**src/rtl/imem_loader_if.sv**
```systemverilog
// Byte-stream input and imem write port of the program loader.
// master = host side of the stream; slave = the loader, which also drives the imem write port.
interface imem_loader_if #(
  parameter int ADDR_W = 12,
  parameter int DATA_W = 32
);
  logic              in_valid;
  logic [7:0]        in_data;
  logic              in_ready;
  logic [ADDR_W-1:0] imem_address;
  logic [DATA_W-1:0] imem_data;
  logic              imem_wren;

  modport master (
    output in_valid, in_data,
    input  in_ready, imem_address, imem_data, imem_wren
  );

  modport slave (
    input  in_valid, in_data,
    output in_ready, imem_address, imem_data, imem_wren
  );
endinterface

```
**src/rtl/imem_loader.sv**
```systemverilog
// Loads a framed, checksummed byte stream into instruction memory as big-endian words,
// holding the processor in reset until the load has finished successfully.
module imem_loader #(
  parameter int ADDR_W = 12,
  parameter int DATA_W = 32
) (
  input  logic         clock,
  input  logic         reset,
  input  logic         start,
  imem_loader_if.slave bus,
  output logic         cpu_reset,
  output logic         done,
  output logic         error
);
  localparam int LEN_W = 12;

  typedef enum logic [2:0] {
    IDLE, LEN_HI, LEN_LO, DATA, WRITE, CHECK, DONE, ERR
  } state_t;

  state_t           state, state_next;
  logic [LEN_W-1:0] len_q;
  logic [LEN_W-1:0] word_idx;
  logic [1:0]       byte_idx;
  logic [23:0]      word_q;     // first three bytes of the word being assembled
  logic [7:0]       checksum;
  logic             ready;
  logic             accept;
  logic             last_word;

  assign accept       = bus.in_valid & ready;
  assign last_word    = (word_idx + LEN_W'(1)) == len_q;
  assign bus.in_ready = ready;

  // NOTE: sequential state uses non-blocking assignments so every register samples pre-edge values.
  always_ff @(posedge clock or posedge reset) begin
    if (reset) state <= IDLE;
    else       state <= state_next;
  end

  // NOTE: every output of this block gets a default first, so no path leaves it unassigned (no latch).
  always_comb begin
    state_next = state;
    ready      = 1'b0;
    cpu_reset  = reset || !(state inside {IDLE, DONE});
    unique case (state)
      IDLE, DONE, ERR: if (start) state_next = LEN_HI;
      LEN_HI: begin
        ready = 1'b1;
        if (bus.in_valid) state_next = (bus.in_data[7:4] != 4'd0) ? ERR : LEN_LO;
      end
      LEN_LO: begin
        ready = 1'b1;
        if (bus.in_valid)
          state_next = ({len_q[11:8], bus.in_data} == LEN_W'(0)) ? CHECK : DATA;
      end
      DATA: begin
        ready = 1'b1;
        if (bus.in_valid && byte_idx == 2'd3) state_next = WRITE;
      end
      WRITE: state_next = last_word ? CHECK : DATA;
      CHECK: begin
        ready = 1'b1;
        if (bus.in_valid) state_next = (bus.in_data == checksum) ? DONE : ERR;
      end
    endcase
  end

  always_ff @(posedge clock or posedge reset) begin
    if (reset) begin
      len_q            <= '0;
      word_idx         <= '0;
      byte_idx         <= '0;
      word_q           <= '0;
      checksum         <= '0;
      bus.imem_address <= '0;
      bus.imem_data    <= '0;
      bus.imem_wren    <= 1'b0;
      done             <= 1'b0;
      error            <= 1'b0;
    end else begin
      case (state)
        IDLE, DONE, ERR: begin
          if (start) begin
            done             <= 1'b0;
            error            <= 1'b0;
            checksum         <= '0;
            word_idx         <= '0;
            bus.imem_address <= '0;
          end
        end
        LEN_HI: begin
          if (accept) begin
            len_q[11:8] <= bus.in_data[3:0];
            if (bus.in_data[7:4] != 4'd0) error <= 1'b1;
          end
        end
        LEN_LO: begin
          if (accept) begin
            len_q[7:0] <= bus.in_data;
            byte_idx   <= '0;
          end
        end
        DATA: begin
          if (accept) begin
            word_q   <= {word_q[15:0], bus.in_data};
            checksum <= checksum ^ bus.in_data;
            byte_idx <= byte_idx + 2'd1;
            // Register the write here so wren is high in the cycle right after the 4th byte.
            if (byte_idx == 2'd3) begin
              bus.imem_wren    <= 1'b1;
              bus.imem_data    <= DATA_W'({word_q, bus.in_data});
              bus.imem_address <= ADDR_W'(word_idx);
            end
          end
        end
        WRITE: begin
          bus.imem_wren <= 1'b0;
          word_idx      <= word_idx + LEN_W'(1);
        end
        CHECK: begin
          if (accept) begin
            if (bus.in_data == checksum) done  <= 1'b1;
            else                         error <= 1'b1;
          end
        end
        default: ;
      endcase
    end
  end
endmodule

```
**src/flat_wrapper.sv**
```systemverilog
// flat-port wrapper written by rule: the top's interface ports become plain ports
module imem_loader_flat 
#(
  parameter int ADDR_W = 12,
  parameter int DATA_W = 32
)
  (clock, reset, start, cpu_reset, done, error, bus_in_valid, bus_in_data, bus_in_ready, bus_imem_address, bus_imem_data, bus_imem_wren);
  imem_loader_if #(.ADDR_W(ADDR_W), .DATA_W(DATA_W)) bus_i ();
  input  logic clock;
  input  logic reset;
  input  logic start;
  output logic cpu_reset;
  output logic done;
  output logic error;
  input wire logic [$bits(bus_i.in_valid)-1:0] bus_in_valid;
  input wire logic [$bits(bus_i.in_data)-1:0] bus_in_data;
  output wire logic [$bits(bus_i.in_ready)-1:0] bus_in_ready;
  output wire logic [$bits(bus_i.imem_address)-1:0] bus_imem_address;
  output wire logic [$bits(bus_i.imem_data)-1:0] bus_imem_data;
  output wire logic [$bits(bus_i.imem_wren)-1:0] bus_imem_wren;
  assign bus_i.in_valid = bus_in_valid;
  assign bus_i.in_data = bus_in_data;
  assign bus_in_ready = bus_i.in_ready;
  assign bus_imem_address = bus_i.imem_address;
  assign bus_imem_data = bus_i.imem_data;
  assign bus_imem_wren = bus_i.imem_wren;
  imem_loader #(.ADDR_W(ADDR_W), .DATA_W(DATA_W)) u_core (.clock(clock), .reset(reset), .start(start), .bus(bus_i), .cpu_reset(cpu_reset), .done(done), .error(error));
endmodule
```
**config.mk**
```make
export PLATFORM = sky130hd
export DESIGN_NAME = imem_loader_flat
export DESIGN_NICKNAME = d
export VERILOG_FILES = /design/src/rtl/imem_loader_if.sv /design/src/rtl/imem_loader.sv /design/src/flat_wrapper.sv
export SDC_FILE = /design/constraint.sdc
export NUM_CORES = 1
export LEC_CHECK = 0
export ABC_AREA = 1
export CAP_MARGIN = 20
export CORE_MARGIN = 4
export CORE_UTILIZATION = 63
export DETAILED_ROUTE_END_ITERATION = 6
export DONT_BUFFER_PORTS = 1
export GPL_ROUTABILITY_DRIVEN = 0
export GPL_TIMING_DRIVEN = 0
export HOLD_SLACK_MARGIN = 0.02
export PLACE_DENSITY_LB_ADDON = 0.12
export SLEW_MARGIN = 20
export SYNTH_ARGS = -nofsm -noshare
export SYNTH_HDL_FRONTEND = slang
export SYNTH_SLANG_ARGS = --single-unit
```
**constraint.sdc**
```tcl
create_clock -name clock -period 6.3 [get_ports clock]
set_input_delay 1.26 -clock clock [delete_from_list [all_inputs] [get_ports clock]]
set_output_delay 1.26 -clock clock [all_outputs]
set_load 0.02 [all_outputs]
```
==> results of run 1 <==
layer usage:
layer	track usage, %	up-vias	routed length (microns)
li1	-	1883	-
met1	37.19	1944	5040
met2	43.36	118	5175
met3	5.004	12	788
met4	8.412	0	133
met5	0	-	0
logic make-up after synthesis:
| group | Yosys count | synth area share (%) |
|---|---|---|
| xor+xnor | 9 | 1.614 |
| flops | 108 | 55.33 |
| mux | 6 | 1.383 |
| buf+inv | 89 | 7.198 |
| fa+ha+maj | 2 | 0.5122 |
| simple gates | 280 | 24.95 |
| compound gates | 85 | 9.016 |
placed cells by master (no fill, tap or decap), drive strengths merged, types with 4 or more instances in the layout:
cell	count
o21ai	71
dfrtp	108
nand4	7
a21oi	5
nor2	27
nor3	4
buf	11
inv	72
nand2	178
clkbuf	20
nand3	61
xor2	8
o22ai	5
mux2	6
layout make-up:
type | instances | area [sq um] | area share, %
Sequential cell | 108 | 2703 | 51.20
Multi-Input combinational cell | 382 | 1831 | 34.68
Inverter | 68 | 260.3 | 4.930
Clock buffer | 9 | 123.9 | 2.347
Tap cell | 99 | 123.9 | 2.347
Clock inverter | 7 | 113.9 | 2.157
Buffer | 21 | 96.34 | 1.825
Timing Repair Buffer | 1 | 27.53 | 0.5215
through the flow:
| step | instances | util [%] |
|---|---|---|
| after floorplan | 579 | - |
| after global placement | 678 | 67.61 |
| after detailed placement | 679 | 68.05 |
| after CTS | 695 | 71.25 |
| after global routing | 695 | 71.25 |
| final | 695 | 71.25 |
sequential cells by signal (all words and copies together) (netlist names):
signal and flops:
u_core.bus.imem_address 12, u_core.bus.imem_data 32, u_core.bus.imem_wren 1, u_core.byte_idx 2, u_core.checksum 8, u_core.done 1, u_core.error 1, u_core.len_q 12
u_core.state 3, u_core.word_idx 12, u_core.word_q 24
cells in the mapped netlist, drive strengths merged:
cell type / n / area, sq um
nand3: 61 / 305.3
a21oi: 5 / 25.02
a31oi: 2 / 12.51
a22o: 1 / 8.760
ha: 2 / 25.02
dfrtp: 108 / 2703
nand2: 178 / 685.7
nand4: 7 / 43.79
buf: 10 / 55.05
nand3b: 1 / 7.510
nor2: 27 / 143.9
xor2: 8 / 70.07
inv: 68 / 255.3
nor4: 2 / 12.51
o22ai: 5 / 31.28
nor3: 4 / 20.02
clkbuf: 11 / 41.29
xnor2: 1 / 8.760
mux2: 6 / 67.56
o21ai: 71 / 355.3
a211oi: 1 / 7.510
final timing paths:
| path | to | slack, ns | cells past startpoint |
|---|---|---|---|
| max | cpu_reset | 2.86 | 3 |
| min | u_core.word_q[23] | 0.49 | 2 |
| max reg2reg | u_core.word_idx[4] | 4.25 | 7 |
| min reg2reg | u_core.word_q[23] | 0.49 | 2 |
| max in group asynchronous | u_core.word_q[7] | 4.92 | 2 |
| min in group asynchronous | u_core.word_q[16] | 0.73 | 1 |
worst register-to-register path, stage by stage, from the launching register on:
cell and delay [ns]:
sky130_fd_sc_hd__dfrtp_1 0.44, sky130_fd_sc_hd__inv_1 0.20, sky130_fd_sc_hd__nand2_1 0.12, sky130_fd_sc_hd__nor2_2 0.44, sky130_fd_sc_hd__inv_2 0.22, sky130_fd_sc_hd__nand2_1 0.14, sky130_fd_sc_hd__buf_2 0.24, sky130_fd_sc_hd__o22ai_1 0.11
power by group:
| part | switching, mW | internal [mW] |
|---|---|---|
| clock network | 0.255 | 0.235 |
| registers | 0.274 | 0.922 |
| logic | 0.437 | 0.229 |
| total | 0.966 | 1.39 |
==> metrics.txt, run 1 <==
# TYPE chip_impl_metric gauge
chip_impl_metric{name="maxCapViolCount",unit=""} 0
chip_impl_metric{name="finish.instance_area",unit="sq mm"} 0.005279
chip_impl_info{name="start_kind",value="input port"} 1
chip_impl_metric{name="gr-usage-all-layers",unit="%"} 26.94
chip_impl_info{name="rsz0062_at_grt",value="no"} 1
chip_impl_metric{name="clk_transition_reported_paths",unit="ns"} 0.11
chip_impl_metric{name="synth_nets",unit=""} 593
chip_impl_info{name="worst_hold_startpoint",value="u_core.word_q[15]"} 1
chip_impl_metric{name="fp.coreArea",unit="sq mm"} 0.007408
chip_impl_metric{name="critical_path_arrival",unit="ns"} 2.18
chip_impl_metric{name="cell_pwr_density",unit="mW/mm^2"} 445.4
chip_impl_info{name="crit_path_end_kind",value="output port"} 1
chip_impl_metric{name="die-width",unit="microns"} 96.06
chip_impl_info{name="cpMaxStageDelayCell",value="sky130_fd_sc_hd__buf_16"} 1
chip_impl_metric{name="synth_seq_area_share",unit="%"} 55.33
chip_impl_metric{name="synth.yosys.warnings",unit=""} 0
chip_impl_info{name="critical_path.cell_chain",value="inv_6 > buf_16 > nand3_1"} 1
chip_impl_metric{name="clk_latency",unit="ns"} 0.37
chip_impl_metric{name="initialDrtViolationCount",unit=""} 218
chip_impl_metric{name="post_synth_num_cell_types",unit=""} 29
chip_impl_metric{name="grt_max_degree",unit=""} 71
chip_impl_metric{name="max-clock-path-buffers",unit=""} 2
chip_impl_metric{name="finalCriticalPeriod",unit="ns"} 3.437
chip_impl_metric{name="die_area",unit="sq mm"} 0.009227
chip_impl_info{name="cts_tree",value="built"} 1
chip_impl_metric{name="power.static_leakage",unit="nW"} 2.656
chip_impl_metric{name="cts_setup_buffers",unit=""} 0
chip_impl_metric{name="final_min_period_over_clock_period",unit="%"} 54.56
chip_impl_metric{name="cp.required",unit="ns"} 5.04
chip_impl_metric{name="detailed_place.area",unit="sq mm"} 0.005041
chip_impl_metric{name="total_power",unit="mW"} 2.351
chip_impl_metric{name="cts_sinks",unit=""} 108
chip_impl_metric{name="cts_inserted_buffers",unit=""} 9
chip_impl_info{name="critical_path_class",value="input port to output port"} 1
chip_impl_metric{name="timing.final.hold_violations",unit=""} 0
chip_impl_metric{name="antenna_found_initial",unit=""} 0
chip_impl_metric{name="crit_path_max_incr_delay",unit="ns"} 0.35
chip_impl_metric{name="area_growth_syn_to_layout",unit="%"} 8.069
chip_impl_metric{name="post_synth_instance_area",unit="sq mm"} 0.004885
chip_impl_info{name="path_delay_family",value="buffers and inverters"} 1
chip_impl_metric{name="vias",unit=""} 3957
chip_impl_metric{name="dpl_worst_slack",unit="ns"} 2.816
chip_impl_info{name="status",value="complete, no violations"} 1
chip_impl_metric{name="critPathMaxFanout",unit=""} 70
chip_impl_metric{name="buffer_ports.inserted",unit=""} 0
chip_impl_metric{name="timing.setup.tns",unit="ns"} 0
chip_impl_metric{name="remaining_drc_errors",unit=""} 0
chip_impl_metric{name="num-nets-final",unit=""} 605
chip_impl_info{name="crit_start",value="reset"} 1
chip_impl_metric{name="setup_violations",unit=""} 0
chip_impl_metric{name="grt_pass1_vias",unit=""} 3969
chip_impl_metric{name="irDropWorstVdd",unit="V"} 0.0002791
chip_impl_metric{name="cts_hold_repair.buffers",unit=""} 0
chip_impl_metric{name="syn_area_per_cell",unit="sq um"} 8.436
chip_impl_metric{name="achievable-frequency",unit="MHz"} 290.9
chip_impl_info{name="clk_root_buffer_cell",value="sky130_fd_sc_hd__clkbuf_8"} 1
chip_impl_metric{name="worst_margin_slew",unit="ns"} 0.5512
chip_impl_metric{name="floorplan.io_pins",unit=""} 61
chip_impl_metric{name="route.antenna.remaining_nets",unit=""} 0
chip_impl_metric{name="layout_setup_ws",unit="ns"} 2.863
chip_impl_metric{name="totalWireLength",unit="microns"} 11140
chip_impl_info{name="rr_startpoint",value="u_core.state[0]"} 1
chip_impl_metric{name="drt_first_pass_iters",unit=""} 5
chip_impl_metric{name="timing.hold.ws",unit="ns"} 0.4922
chip_impl_info{name="hp-class",value="register to register"} 1
chip_impl_metric{name="grt_first_pass_wirelength",unit="microns"} 19190
chip_impl_metric{name="finClkSkew",unit="ns"} 0.01269
chip_impl_metric{name="worstPathBufferInverterCount",unit=""} 2
chip_impl_metric{name="antenna-diode-count",unit=""} 0
chip_impl_metric{name="clock_tree.htree_level_count",unit=""} 3
chip_impl_metric{name="placementRows",unit=""} 31
chip_impl_metric{name="avgViaCountPerCell",unit=""} 5.694
chip_impl_metric{name="synthCells",unit=""} 579
chip_impl_metric{name="synth-seq-cells",unit=""} 108
chip_impl_metric{name="slew-limit-headroom",unit="%"} 63.21
chip_impl_metric{name="die_h",unit="microns"} 96.06
chip_impl_metric{name="fillCellCount",unit=""} 567
chip_impl_metric{name="post_cts_resize_count",unit=""} 0
chip_impl_metric{name="total_congestion_overflow",unit=""} 0
chip_impl_metric{name="initial_utilization",unit="%"} 65.93
chip_impl_metric{name="dp.final_hpwl",unit="microns"} 8249
chip_impl_metric{name="timing.final.max_slew_violations",unit=""} 0
chip_impl_metric{name="drive_above_1_share",unit="%"} 8.389
chip_impl_metric{name="detail_route.wl_per_cell",unit="microns"} 16.02
(Power assumes the default switching activity.)
==> inputs of run 2 (changes only) <==
--- a/config.mk
+++ b/config.mk
@@ -5,7 +5,7 @@
 export SDC_FILE = /design/constraint.sdc
 export NUM_CORES = 1
 export LEC_CHECK = 0
-export ABC_AREA = 1
+export ABC_AREA = 0
 export CAP_MARGIN = 20
 export CORE_MARGIN = 4
 export CORE_UTILIZATION = 63
==> constraint.sdc (replaced) <==
create_clock -name clock -period 3.3 [get_ports clock]
set_input_delay 0.66 -clock clock [delete_from_list [all_inputs] [get_ports clock]]
set_output_delay 0.66 -clock clock [all_outputs]
set_load 0.02 [all_outputs]
==> run 2 against run 1 <==
Sequential power grew 96%. Synthesized cell count down 16%. Utilization is 0.47 points higher. Synthesized area increased by 0.26%. Worst hold slack got worse by 0.39 ns. Critical path depth is the same. Worst setup slack got worse by 2.2 ns. Power grew 87%. Clock-buffer cell count is the same. Clock skew increased by 0.0066 ns. Sequential share of layout area fell by 0.34 points.
==> metrics.txt, run 2 <==
# TYPE chip_impl_metric gauge
chip_impl_metric{name="cts_setup_buffers",unit=""} 0
chip_impl_info{name="path_delay_family",value="simple AND/OR/NAND/NOR gates"} 1
chip_impl_info{name="clk_root_buffer_cell",value="sky130_fd_sc_hd__clkbuf_8"} 1
chip_impl_metric{name="register_area",unit="sq mm"} 0.002703
chip_impl_metric{name="synth_nets",unit=""} 502
chip_impl_metric{name="route.antenna.remaining_nets",unit=""} 0
chip_impl_metric{name="final_min_period_over_clock_period",unit="%"} 78.65
chip_impl_info{name="rsz0062_at_grt",value="no"} 1
chip_impl_info{name="timing.rr.end",value="u_core.bus.imem_data[14]"} 1
chip_impl_metric{name="synth.yosys.warnings",unit=""} 0
chip_impl_metric{name="yosys.area.top_type_share",unit="%"} 55.19
chip_impl_metric{name="cts_inserted_buffers",unit=""} 9
chip_impl_metric{name="max-clock-path-buffers",unit=""} 2
chip_impl_metric{name="drt_first_pass_iters",unit=""} 5
chip_impl_metric{name="num-nets-final",unit=""} 517
chip_impl_metric{name="post_synth_num_cell_types",unit=""} 46
chip_impl_info{name="hp-class",value="input port to asynchronous set/reset pin"} 1
chip_impl_info{name="crit_start",value="u_core.state[0]"} 1
chip_impl_metric{name="irDropWorstVdd",unit="V"} 0.0004599
chip_impl_metric{name="reg2reg_depth",unit=""} 6
chip_impl_metric{name="cell_pwr_density",unit="mW/mm^2"} 826.8
chip_impl_metric{name="fillCellCount",unit=""} 543
chip_impl_info{name="critPathCapture",value="cpu_reset"} 1
chip_impl_metric{name="gr-usage-all-layers",unit="%"} 24.06
chip_impl_metric{name="detail_route.wl_per_cell",unit="microns"} 16.55
chip_impl_info{name="cts_tree",value="built"} 1
chip_impl_metric{name="postLayoutCoreUtil",unit="%"} 71.73
chip_impl_metric{name="dpl_worst_slack",unit="ns"} 0.9760
chip_impl_metric{name="initial_utilization",unit="%"} 66.10
chip_impl_metric{name="timing.final.max_slew_violations",unit=""} 0
chip_impl_info{name="status",value="complete, no violations"} 1
chip_impl_metric{name="crit_path_max_incr_delay",unit="ns"} 0.70
chip_impl_info{name="synth.area.top_cells",value="sky130_fd_sc_hd__dfrtp_1 (55%), sky130_fd_sc_hd__nand2_1 (9.3%), sky130_fd_sc_hd__mux2_2 (5.7%), sky130_fd_sc_hd__o21ai_0 (5.1%), sky130_fd_sc_hd__mux2_1 (4.4%)"} 1
chip_impl_metric{name="synth_seq_area_share",unit="%"} 55.19
chip_impl_metric{name="initialDrtViolationCount",unit=""} 168
chip_impl_info{name="yosys.cell_count.top_type",value="sky130_fd_sc_hd__nand2_1"} 1
chip_impl_info{name="critical_path_class",value="register to output port"} 1
chip_impl_metric{name="achievable-frequency",unit="MHz"} 385.3
chip_impl_info{name="post_synthesis_cell_type_with_the_largest_combined_area",value="sky130_fd_sc_hd__dfrtp_1"} 1
chip_impl_info{name="cpMaxStageDelayCell",value="sky130_fd_sc_hd__or4_1"} 1
chip_impl_metric{name="cts_hold_repair.buffers",unit=""} 0
chip_impl_metric{name="setup_violations",unit=""} 0
chip_impl_info{name="crit_path_end_kind",value="output port"} 1
chip_impl_metric{name="vias",unit=""} 3504
chip_impl_metric{name="total_power",unit="mW"} 4.394
chip_impl_metric{name="floorplan.io_pins",unit=""} 61
chip_impl_info{name="rr_startpoint",value="u_core.state[2]"} 1
chip_impl_metric{name="placementRows",unit=""} 31
chip_impl_metric{name="syn_area_per_cell",unit="sq um"} 10.04
chip_impl_info{name="critical_path.cell_chain",value="clkbuf_1 > buf_1 > or4_1"} 1
chip_impl_metric{name="dp.final_hpwl",unit="microns"} 7303
chip_impl_info{name="top_cells_by_count_synth",value="sky130_fd_sc_hd__nand2_1 (121), sky130_fd_sc_hd__dfrtp_1 (108), sky130_fd_sc_hd__o21ai_0 (50)"} 1
chip_impl_metric{name="antenna_found_initial",unit=""} 0
chip_impl_metric{name="power.static_leakage",unit="nW"} 2.505
chip_impl_metric{name="drive_above_1_share",unit="%"} 12.01
chip_impl_metric{name="worstPathBufferInverterCount",unit=""} 2
chip_impl_metric{name="clk_transition_reported_paths",unit="ns"} 0.11
chip_impl_info{name="start_kind",value="register"} 1
chip_impl_info{name="layout.cells.most_common",value="sky130_fd_sc_hd__nand2_1"} 1
chip_impl_metric{name="worst_margin_slew",unit="ns"} 0.6172
chip_impl_metric{name="finClkSkew",unit="ns"} 0.01924
chip_impl_metric{name="die_area",unit="sq mm"} 0.009248
chip_impl_metric{name="fp.coreArea",unit="sq mm"} 0.007408
chip_impl_metric{name="synth_edf_count",unit=""} 0
chip_impl_metric{name="ffs_w_async_s_r_synth",unit="%"} 100.0
chip_impl_metric{name="die_h",unit="microns"} 96.17
chip_impl_metric{name="timing.setup.tns",unit="ns"} 0
chip_impl_metric{name="critPathMaxFanout",unit=""} 10
chip_impl_metric{name="critical_path_arrival",unit="ns"} 1.94
chip_impl_metric{name="antenna-diode-count",unit=""} 0
chip_impl_metric{name="synth-seq-cells",unit=""} 108
chip_impl_metric{name="cts_sinks",unit=""} 108
chip_impl_metric{name="max_reg_flops",unit=""} 32
chip_impl_metric{name="cp.required",unit="ns"} 2.64
chip_impl_metric{name="slew-limit-headroom",unit="%"} 58.70
chip_impl_metric{name="worstSetupPathDepth",unit=""} 3
chip_impl_metric{name="buffer_ports.inserted",unit=""} 0
chip_impl_metric{name="grt_first_pass_wirelength",unit="microns"} 16870
chip_impl_metric{name="maxCapViolCount",unit=""} 0
chip_impl_metric{name="total_congestion_overflow",unit=""} 0
chip_impl_metric{name="multi_input_area",unit="sq mm"} 0.002068
chip_impl_metric{name="synthCells",unit=""} 488
chip_impl_metric{name="layout_setup_ws",unit="ns"} 0.7046
chip_impl_metric{name="avgViaCountPerCell",unit=""} 5.773
chip_impl_metric{name="finalCriticalPeriod",unit="ns"} 2.595
chip_impl_metric{name="r2r_slack",unit="ns"} 0.96
chip_impl_metric{name="grt_max_degree",unit=""} 28
chip_impl_metric{name="totalWireLength",unit="microns"} 10050
chip_impl_metric{name="grt_pass1_vias",unit=""} 3438
chip_impl_info{name="top_register",value="u_core.bus.imem_data"} 1
chip_impl_info{name="largestRegisters",value="u_core.bus.imem_data: 32 flops, u_core.word_q: 24 flops"} 1
chip_impl_metric{name="clock_tree.htree_level_count",unit=""} 3
chip_impl_metric{name="clk_latency",unit="ns"} 0.38
chip_impl_metric{name="die-width",unit="microns"} 96.17
chip_impl_info{name="ys_dominant_reg_cell",value="sky130_fd_sc_hd__dfrtp_1"} 1
chip_impl_metric{name="area_growth_syn_to_layout",unit="%"} 8.508
chip_impl_metric{name="post_synth_instance_area",unit="sq mm"} 0.004897
chip_impl_metric{name="post_cts_resize_count",unit=""} 0
chip_impl_info{name="highest_count_cells_in_the_layout_ignoring_fill_and_taps",value="sky130_fd_sc_hd__nand2_1 (121), sky130_fd_sc_hd__dfrtp_1 (108), sky130_fd_sc_hd__o21ai_0 (50)"} 1
chip_impl_metric{name="remaining_drc_errors",unit=""} 0
chip_impl_metric{name="timing.final.hold_violations",unit=""} 0
[run 2: cell types whose count changed after synthesis, moves of 10 or more]
cell / previous run / this run
sky130_fd_sc_hd__nor2_1: 18 / 32
sky130_fd_sc_hd__nand3_1: 61 / 5
sky130_fd_sc_hd__nand2b_1: 0 / 10
sky130_fd_sc_hd__nand2_1: 173 / 121
sky130_fd_sc_hd__mux2_2: 1 / 25
sky130_fd_sc_hd__o21ai_1: 12 / 2
sky130_fd_sc_hd__mux2_1: 5 / 19
sky130_fd_sc_hd__inv_1: 61 / 7
sky130_fd_sc_hd__xnor2_1: 1 / 15
[run 2: layout make-up]
| class | count | area share, % |
|---|---|---|
| Sequential cell | 108 | 50.86 |
| Inverter | 8 | 0.6357 |
| Clock inverter | 7 | 1.460 |
| Timing Repair Buffer | 4 | 1.648 |
| Clock buffer | 9 | 2.331 |
| Tap cell | 99 | 2.331 |
| Buffer | 23 | 1.813 |
| Multi-Input combinational cell | 349 | 38.92 |
[run 2: how the worst min path moves through the flow]
stage	from	endpoint	slack, ns	depth (start not counted)
floorplan	u_core.word_q[16]	u_core.word_q[16]	0.44	2
global placement	u_core.word_q[16]	u_core.word_q[16]	0.45	2
detailed placement	u_core.word_q[23]	u_core.word_q[23]	0.46	2
CTS	reset	u_core.error	0.1	1
global route	reset	u_core.error	0.10	1
finish	reset	u_core.error	0.10	1
[run 2: stage by stage]
step | hold WS (ns) | area [sq um] | instances
after floorplan | 0.4386 | 4901 | 488
after global placement | 0.4526 | 5025 | 587
after detailed placement | 0.4556 | 5112 | 591
after CTS | 0.09954 | 5314 | 607
after global routing | 0.1021 | 5314 | 607
final | 0.1014 | 5314 | 607
[run 2: logic make-up (layout without fill, tap and decap cells)]
| logic type | after synthesis | after routing | synth area share, % |
|---|---|---|---|
| buffers and inverters | 31 | 51 | 2.580 |
| xor gates and xnor gates | 24 | 24 | 4.292 |
| and+or+nand+nor | 197 | 197 | 17.86 |
| muxes | 44 | 44 | 10.12 |
| adders and majority gates | 2 | 2 | 0.5109 |
| DFF | 108 | 108 | 55.19 |
| AOI/OAI and AO/OA | 82 | 82 | 9.454 |
[run 2: layer usage]
metal	vias up	global-route usage (%)	share of wire [%]	wire, microns
met5	-	0	0	0
met4	0	9.123	2.2	221
met3	18	5.082	7.3	737
met2	109	36.52	44	4410
met1	1688	34.10	47	4676
li1	1689	-	-	-
[run 2: power by group]
part	leakage, nW	switching, mW	internal (mW)
clock network	0.104	0.494	0.302
registers	1.42	0.569	1.78
logic	0.979	0.706	0.540
total	2.50	1.77	2.63
==> inputs of run 3 (changes only) <==
==> constraint.sdc (replaced) <==
create_clock -name clock -period 2.58 [get_ports clock]
set_input_delay 0.516 -clock clock [delete_from_list [all_inputs] [get_ports clock]]
set_output_delay 0.516 -clock clock [all_outputs]
set_load 0.02 [all_outputs]
==> run 3 against run 2 <==
Non-clock buffer count grew 1. Die area is the same. Routed wire length increased by 0.30%. Critical endpoint unchanged. Via count is 0.20% lower. Sequential power rose by 28%. Worst hold slack better by 0.13 ns. First-iteration DRC count increased by 7.7%. Final area increased by 0.19%. Global-route usage grew 0.084 points.
==> metrics.txt, run 3 (synthesized netlist as in run 2, its figures left out) <==
# TYPE chip_impl_metric gauge
chip_impl_info{name="status",value="complete, no violations"} 1
chip_impl_metric{name="power.static_leakage",unit="nW"} 2.509
chip_impl_info{name="hp-class",value="input port to register"} 1
chip_impl_metric{name="area_growth_syn_to_layout",unit="%"} 8.712
chip_impl_info{name="top_register",value="u_core.bus.imem_data"} 1
chip_impl_metric{name="finClkSkew",unit="ns"} 0.01926
chip_impl_metric{name="finalCriticalPeriod",unit="ns"} 2.451
chip_impl_metric{name="clk_transition_reported_paths",unit="ns"} 0.12
chip_impl_metric{name="antenna-diode-count",unit=""} 0
chip_impl_metric{name="critical_path_arrival",unit="ns"} 1.94
chip_impl_metric{name="total_power",unit="mW"} 5.620
chip_impl_metric{name="grt_first_pass_wirelength",unit="microns"} 16930
chip_impl_metric{name="total_congestion_overflow",unit=""} 0
chip_impl_info{name="clk_root_buffer_cell",value="sky130_fd_sc_hd__clkbuf_8"} 1
chip_impl_metric{name="initial_utilization",unit="%"} 66.10
chip_impl_metric{name="gr-usage-all-layers",unit="%"} 24.15
chip_impl_metric{name="cts_inserted_buffers",unit=""} 9
chip_impl_metric{name="layout_setup_ws",unit="ns"} 0.1287
chip_impl_metric{name="antenna_found_initial",unit=""} 0
chip_impl_info{name="crit_path_end_kind",value="output port"} 1
chip_impl_info{name="path_delay_family",value="simple AND/OR/NAND/NOR gates"} 1
chip_impl_metric{name="max_reg_flops",unit=""} 32
chip_impl_metric{name="crit_path_max_incr_delay",unit="ns"} 0.70
chip_impl_metric{name="buffer_ports.inserted",unit=""} 0
chip_impl_metric{name="detail_route.wl_per_cell",unit="microns"} 16.57
chip_impl_metric{name="fp.coreArea",unit="sq mm"} 0.007408
chip_impl_metric{name="drive_above_1_share",unit="%"} 11.98
chip_impl_metric{name="final_min_period_over_clock_period",unit="%"} 95.01
chip_impl_metric{name="timing.setup.tns",unit="ns"} 0
chip_impl_metric{name="achievable-frequency",unit="MHz"} 407.9
chip_impl_metric{name="setup_violations",unit=""} 0
chip_impl_info{name="rsz0062_at_grt",value="no"} 1
chip_impl_metric{name="num-nets-final",unit=""} 518
chip_impl_metric{name="dpl_worst_slack",unit="ns"} 0.3147
chip_impl_metric{name="initialDrtViolationCount",unit=""} 181
chip_impl_metric{name="timing.final.max_slew_violations",unit=""} 0
chip_impl_metric{name="max-clock-path-buffers",unit=""} 2
chip_impl_metric{name="cp.required",unit="ns"} 2.06
chip_impl_metric{name="post_cts_resize_count",unit=""} 0
chip_impl_metric{name="dp.final_hpwl",unit="microns"} 7303
chip_impl_metric{name="grt_max_degree",unit=""} 28
chip_impl_metric{name="die_area",unit="sq mm"} 0.009248
chip_impl_metric{name="worstPathBufferInverterCount",unit=""} 2
chip_impl_info{name="cts_tree",value="built"} 1
chip_impl_metric{name="avgViaCountPerCell",unit=""} 5.752
chip_impl_info{name="critical_path_class",value="register to output port"} 1
chip_impl_info{name="cpMaxStageDelayCell",value="sky130_fd_sc_hd__or4_1"} 1
chip_impl_info{name="critical_path.cell_chain",value="clkbuf_1 > buf_1 > or4_1"} 1
chip_impl_metric{name="maxCapViolCount",unit=""} 0
chip_impl_metric{name="critPathMaxFanout",unit=""} 10
chip_impl_metric{name="placementRows",unit=""} 31
chip_impl_metric{name="irDropWorstVdd",unit="V"} 0.0005895
chip_impl_metric{name="drt_first_pass_iters",unit=""} 5
chip_impl_metric{name="timing.final.hold_violations",unit=""} 0
chip_impl_metric{name="clk_latency",unit="ns"} 0.37
chip_impl_metric{name="cell_pwr_density",unit="mW/mm^2"} 1056
chip_impl_info{name="largestRegisters",value="u_core.bus.imem_data: 32 flops, u_core.word_q: 24 flops"} 1
chip_impl_metric{name="route.antenna.remaining_nets",unit=""} 0
chip_impl_metric{name="vias",unit=""} 3497
chip_impl_metric{name="die-width",unit="microns"} 96.17
chip_impl_metric{name="grt_pass1_vias",unit=""} 3447
chip_impl_metric{name="worst_margin_slew",unit="ns"} 0.6181
chip_impl_metric{name="clock_tree.htree_level_count",unit=""} 3
chip_impl_metric{name="floorplan.io_pins",unit=""} 61
chip_impl_metric{name="totalWireLength",unit="microns"} 10080
chip_impl_metric{name="die_h",unit="microns"} 96.17
chip_impl_metric{name="remaining_drc_errors",unit=""} 0
chip_impl_info{name="start_kind",value="register"} 1
chip_impl_info{name="highest_count_cells_in_the_layout_ignoring_fill_and_taps",value="sky130_fd_sc_hd__nand2_1 (121), sky130_fd_sc_hd__dfrtp_1 (108), sky130_fd_sc_hd__o21ai_0 (50)"} 1
chip_impl_metric{name="fillCellCount",unit=""} 542
chip_impl_metric{name="cts_hold_repair.buffers",unit=""} 1
chip_impl_metric{name="slew-limit-headroom",unit="%"} 58.64
chip_impl_metric{name="cts_setup_buffers",unit=""} 0
chip_impl_info{name="layout.cells.most_common",value="sky130_fd_sc_hd__nand2_1"} 1
chip_impl_metric{name="cts_sinks",unit=""} 108
run 3: cell count changes in the layout (fill, tap and decap cells not counted):
| cell | previous run | this run |
|---|---|---|
| sky130_fd_sc_hd__dlygate4sd3_1 | 0 | 1 |
run 3: final cells by class:
| type | instances | area [sq um] | share of cell area, % |
|---|---|---|---|
| buffer | 23 | 96.34 | 1.810 |
| clock buffer | 9 | 123.9 | 2.327 |
| clock inverter | 7 | 77.57 | 1.457 |
| inverter | 8 | 33.78 | 0.6345 |
| multi-input combinational | 349 | 2068 | 38.85 |
| sequential | 108 | 2703 | 50.76 |
| tap | 99 | 123.9 | 2.327 |
| timing repair buffer | 5 | 97.59 | 1.833 |
run 3: metal layers:
layer	up-vias	wire, microns	GRT usage (%)
met1	1683	4742	34.15
met3	17	725	5.082
met5	-	0	0
li1	1691	-	-
met2	106	4409	36.75
met4	0	198	9.123
run 3: final timing paths:
check	cells past startpoint	slack, ns	endpoint	startpoint
min reg2reg	2	0.47	u_core.word_q[23]	u_core.word_q[23]
min	2	0.23	u_core.word_q[4]	bus_in_data[4]
max	3	0.13	cpu_reset	u_core.state[0]
min in group asynchronous	2	0.58	u_core.error	reset
max in group asynchronous	6	0.98	u_core.len_q[6]	reset
max reg2reg	6	0.23	u_core.bus.imem_data[14]	u_core.state[2]
run 3: metrics by stage:
step           utilization (%)  hold slack, ns  area [sq um]  instances
6_report                 71.86          0.2345          5324        608
4_1_cts                  71.86          0.2224          5324        608
3_5_place_dp             69.01          0.3761          5112        591
2_1_floorplan                -          0.4386          4901        488
3_3_place_gp             67.83          0.4526          5025        587
5_1_grt                  71.86          0.2146          5324        608
run 3: power breakdown:
group	leakage (nW)	switching, mW	internal [mW]	total, mW
combinational	0.983	0.902	0.691	1.59
sequential	1.42	0.728	2.28	3.01
clock	0.104	0.631	0.386	1.02
total	2.51	2.26	3.36	5.62
